===== config.mk =====
export PLATFORM = sky130hd
export DESIGN_NAME = round_key_memory_flat
export DESIGN_NICKNAME = d
export VERILOG_FILES = /design/src/rtl/round_key_memory_if.sv /design/src/rtl/round_key_memory.sv /design/src/flat_wrapper.sv
export SDC_FILE = /design/constraint.sdc
export NUM_CORES = 2
export LEC_CHECK = 0
export BUFFER_PORTS_ARGS = -buffer_cell sky130_fd_sc_hd__buf_2
export CORE_MARGIN = 10
export CORE_UTILIZATION = 45
export CTS_CLUSTER_SIZE = 30
export DETAILED_ROUTE_END_ITERATION = 10
export GPL_TIMING_DRIVEN = 0
export PLACE_DENSITY = 0.66
export SLEW_MARGIN = 15
export SYNTH_ARGS = -nofsm -noshare
export SYNTH_HDL_FRONTEND = slang
export SYNTH_SLANG_ARGS = --single-unit

===== constraint.sdc =====
create_clock -name clk -period 1.7 [get_ports clk]
set_input_delay 0.255 -clock clk [delete_from_list [all_inputs] [get_ports clk]]
set_output_delay 0.255 -clock clk [all_outputs]
set_load 0.05 [all_outputs]

===== src/rtl/round_key_memory_if.sv =====
// Bus bundle for the round-key store: write strobe, shared address, write data, read data.
interface round_key_memory_if #(
  parameter int DATA_WIDTH = 128,
  parameter int ADDR_WIDTH = 4
);
  logic                  we;
  logic [ADDR_WIDTH-1:0] addr;
  logic [DATA_WIDTH-1:0] din;
  logic [DATA_WIDTH-1:0] dout;

  modport master (output we, output addr, output din, input dout);
  modport slave  (input we, input addr, input din, output dout);
endinterface


===== src/rtl/round_key_memory.sv =====
// Single-port round-key store: synchronous write, registered read-first read,
// asynchronous clear of every entry and of the read register.
module round_key_memory #(
  parameter int DATA_WIDTH = 128,
  parameter int DEPTH      = 11,
  parameter int ADDR_WIDTH = 4
) (
  input  logic               clk,
  input  logic               rst_n,
  round_key_memory_if.slave  bus
);

  logic [DATA_WIDTH-1:0] mem_q [DEPTH];
  logic [DATA_WIDTH-1:0] mem_d [DEPTH];
  logic [DATA_WIDTH-1:0] dout_q;
  logic [DATA_WIDTH-1:0] dout_d;
  logic                  addr_in_range;

  // Zero-extend the address before comparing so DEPTH == 2**ADDR_WIDTH still works.
  assign addr_in_range = int'(bus.addr) < DEPTH;

  always_comb begin
    // NOTE: every variable gets a default before any branch, so no path can infer a latch.
    mem_d  = mem_q;
    dout_d = '0;
    if (addr_in_range) begin
      // Read sees mem_q, i.e. the pre-write contents: read-first behaviour.
      dout_d = mem_q[bus.addr];
      if (bus.we) begin
        mem_d[bus.addr] = bus.din;
      end
    end
  end

  always_ff @(posedge clk or negedge rst_n) begin
    if (!rst_n) begin
      // NOTE: the key store itself is cleared on reset (keys must not survive it), so it is
      // built from resettable flops rather than an inferred RAM macro.
      mem_q  <= '{default: '0};
      dout_q <= '0;
    end else begin
      // NOTE: non-blocking assignments for all state, so every flop samples pre-edge values.
      mem_q  <= mem_d;
      dout_q <= dout_d;
    end
  end

  assign bus.dout = dout_q;

endmodule


===== src/flat_wrapper.sv =====
// flat-port wrapper written by rule: the top's interface ports become plain ports
module round_key_memory_flat 
#(
  parameter int DATA_WIDTH = 128,
  parameter int DEPTH      = 11,
  parameter int ADDR_WIDTH = 4
)
  (clk, rst_n, bus_we, bus_addr, bus_din, bus_dout);
  round_key_memory_if #(.DATA_WIDTH(DATA_WIDTH), .ADDR_WIDTH(ADDR_WIDTH)) bus_i ();
  input  logic clk;
  input  logic rst_n;
  input wire logic [$bits(bus_i.we)-1:0] bus_we;
  input wire logic [$bits(bus_i.addr)-1:0] bus_addr;
  input wire logic [$bits(bus_i.din)-1:0] bus_din;
  output wire logic [$bits(bus_i.dout)-1:0] bus_dout;
  assign bus_i.we = bus_we;
  assign bus_i.addr = bus_addr;
  assign bus_i.din = bus_din;
  assign bus_dout = bus_i.dout;
  round_key_memory #(.DATA_WIDTH(DATA_WIDTH), .DEPTH(DEPTH), .ADDR_WIDTH(ADDR_WIDTH)) u_core (.clk(clk), .rst_n(rst_n), .bus(bus_i));
endmodule

==> results.yml <==
clocking:
  root_buffer: "clkbuf_16"
  postCtsSetupBuffers: 0
  cts.path.max_buffers: 3
  numClockSinks: 1536
  path_clk_slew_ns: 0.06
  htreeDepth: 4
  numCtsBuffers: 166
  cts_tree: "built"
  clock_latency_ns: 0.81
sta:
  holdWs_ns: -0.6228
  min_period_over_period: 1.016
  setup_slack_ns: -0.02739
  timing.fmax_mhz: 578.9
  worst_pin_slew_ns: 0.8435
  setup_tns_ns: -0.02809
  min_period_ns: 1.727
  skew_ns: 0.02455
  slew_headroom: 0.4352
  final-max-slew-violation-count: 0
  rsz0062_at_grt: "true"
  setup_viol: 2
  finalHoldViolations: 518
layout:
  final_layout_size_suffix_gt1_frac: 0.4618
  fin_nets: 4997
  area_growth_pct: 17.26
  stdcell_count: 6943
placed_design:
  dp_hpwl_um: 108800
  place_congestion: 0.7701
  portBuffers: 262
  dp_cells: 6493
grt:
  grt_pass1_wl_um: 258300
  grt_antenna_before_repair: 30
  grt_max_degree: 149
  grt_pass1_vias: 41130
  grt.overflow.total: 0
  grt_use_total: 0.2048
die:
  row_count: 141
  die_area_mm2: 0.1637
  die_h_um: 404.6
  pin_count: 263
  start_util: 0.4518
  design.core.area_mm2: 0.1473
  die_w_um: 404.6
job:
  drv_cap: 0
detailed_routing:
  wire_per_inst_um: 24.03
  wl_um: 166800
  drtIter0Drc: 2109
  antenna_left: 0
  route.detailed.drc: 0
  drt-vias-per-instance: 5.523
  vias: 38350
  firstDrtPassIters: 5
worst_setup_path:
  worstPathArrival_ns: 2.35
  cp-end-kind: "flip-flop"
  cp.required_ns: 2.32
  start_kind: "input pin"
  crit_type: "in2reg"
  worstPathMaxFanout: 10
power:
  power_density_mw_per_mm2: 1335
  vdd_drop_max_v: 0.0009000
  power_leakage_nw: 34.32
  finalPower_mw: 104.2
yosys:
  synth_area_mm2: 0.06656
  synth_common_cells: "dfrtp_1 (1536), mux2_2 (1240), nand2_1 (260), mux4_2 (256), clkbuf_1 (184)"
  syn_inst: 4285
  synthArstFlopShare: 1.000
  synth_edf_count: 0
  synth_most_common_cell: "dfrtp_1"
  synthTopCellsByArea: "dfrtp_1 (58%), mux2_2 (21%), mux4_2 (8.7%)"
  synth-seq-cells: 1536
  yosys_warnings: 0
  synth_top_cell_by_area: "dfrtp_1"
  synth_ff_type: "dfrtp_1"
  syn_nets: 4420
  synth.avg_cell_area_um2: 15.53
  synth_top_cell_area_share: 0.5775
  ys_seq_area_frac: 0.5775
  yosysUniqueCellTypes: 21
min_path:
  hold_class: "in2async"
status:
  violations: "hold timing, setup timing"
  status: "complete, but fails checks"
flip-flops by register name, summed over array words and instances (netlist names):
name             flops
u_core.bus.dout    128
u_core.mem_q      1408
through the flow:
stage | setup slack, ns | utilization | area, um2 | hold WS, ns
floorplan | 0.1101 | - | 66560 | -0.04059
global placement | -33.82 | 0.4771 | 70280 | 0.4628
detailed placement | -1.546 | 0.4802 | 70730 | 0.2102
CTS | -0.08381 | 0.5287 | 77890 | -0.6711
global route | -0.06471 | 0.5295 | 78000 | -0.6221
finish | -0.02739 | 0.5298 | 78040 | -0.6228
power breakdown:
part	leakage (nW)	internal, mW	switching (mW)
logic	12.7	10.6	8.53
clock network	2.70	21.0	15.1
registers	18.9	45.0	4.04
area by class of cell:
class,count,area (um2)
Antenna cell,24,60.06
Buffer,423,2116
Clock buffer,233,4768
Clock inverter,62,701.9
Fill cell,12240,69270
Multi-Input combinational cell,2325,26070
Sequential cell,1536,38460
Tap cell,1930,2415
Timing Repair Buffer,410,3453
repair_timing:
item | CTS | global route
hold buffers | 128 | 1
hold endpoints to repair | 750 | 347
pin swaps | 1 | 1
setup endpoints to repair | 206 | 279
gates resized for setup | 141 | 14
cloned | 1 | 2
layout by cell type, fill, tap and decap left out, types with 128 or more instances in the layout:
| master | count |
|---|---|
| clkbuf_1 | 207 |
| mux4_2 | 256 |
| o211ai_1 | 128 |
| dlygate4sd3_1 | 128 |
| dfrtp_1 | 1519 |
| mux2_1 | 168 |
| mux2_2 | 1240 |
| a2bb2oi_1 | 128 |
| mux2i_1 | 128 |
| buf_2 | 335 |
| clkbuf_16 | 170 |
| nand2_1 | 260 |
layer usage:
layer	global-route usage	vias to the layer above	part of all wire
met5	0	-	0.00014
met4	0.06608	4	0.028
met3	0.03405	243	0.045
met2	0.3224	736	0.47
met1	0.2899	20500	0.45
li1	-	16870	-
worst paths after layout:
kind                       slack (ns)             endpoint  cells past startpoint              start
max                             -0.03  u_core.bus.dout[26]                      7        bus_addr[1]
min                             -0.62  u_core.bus.dout[63]                      1              rst_n
max reg2reg                      0.11   u_core.bus.dout[6]                      3  u_core.mem_q[390]
min reg2reg                      0.48    u_core.mem_q[649]                      1  u_core.mem_q[649]
max in group asynchronous        0.42    u_core.mem_q[495]                      4              rst_n
min in group clk                 0.19    u_core.mem_q[770]                      4             bus_we
critical path, cell delays in order:
cell and delay [ns]:
buf_2 0.10, buf_2 0.23, buf_4 0.44, buf_2 0.44, mux2i_1 0.13, a2bb2oi_1 0.15, o211ai_1 0.58
cells by family (layout without fill, tap and decap cells):
| kind of cell | Yosys count | after routing | share of synthesized area |
|---|---|---|---|
| AOI/OAI and AO/OA | 256 | 256 | 0.03128 |
| and+or+nand+nor | 277 | 277 | 0.01632 |
| other | 0 | 24 | 0 |
| muxes | 1792 | 1792 | 0.3441 |
| DFF | 1536 | 1536 | 0.5775 |
| buffers and inverters | 424 | 1128 | 0.03081 |
No activity file was read; power rests on OpenSTA's default activity.
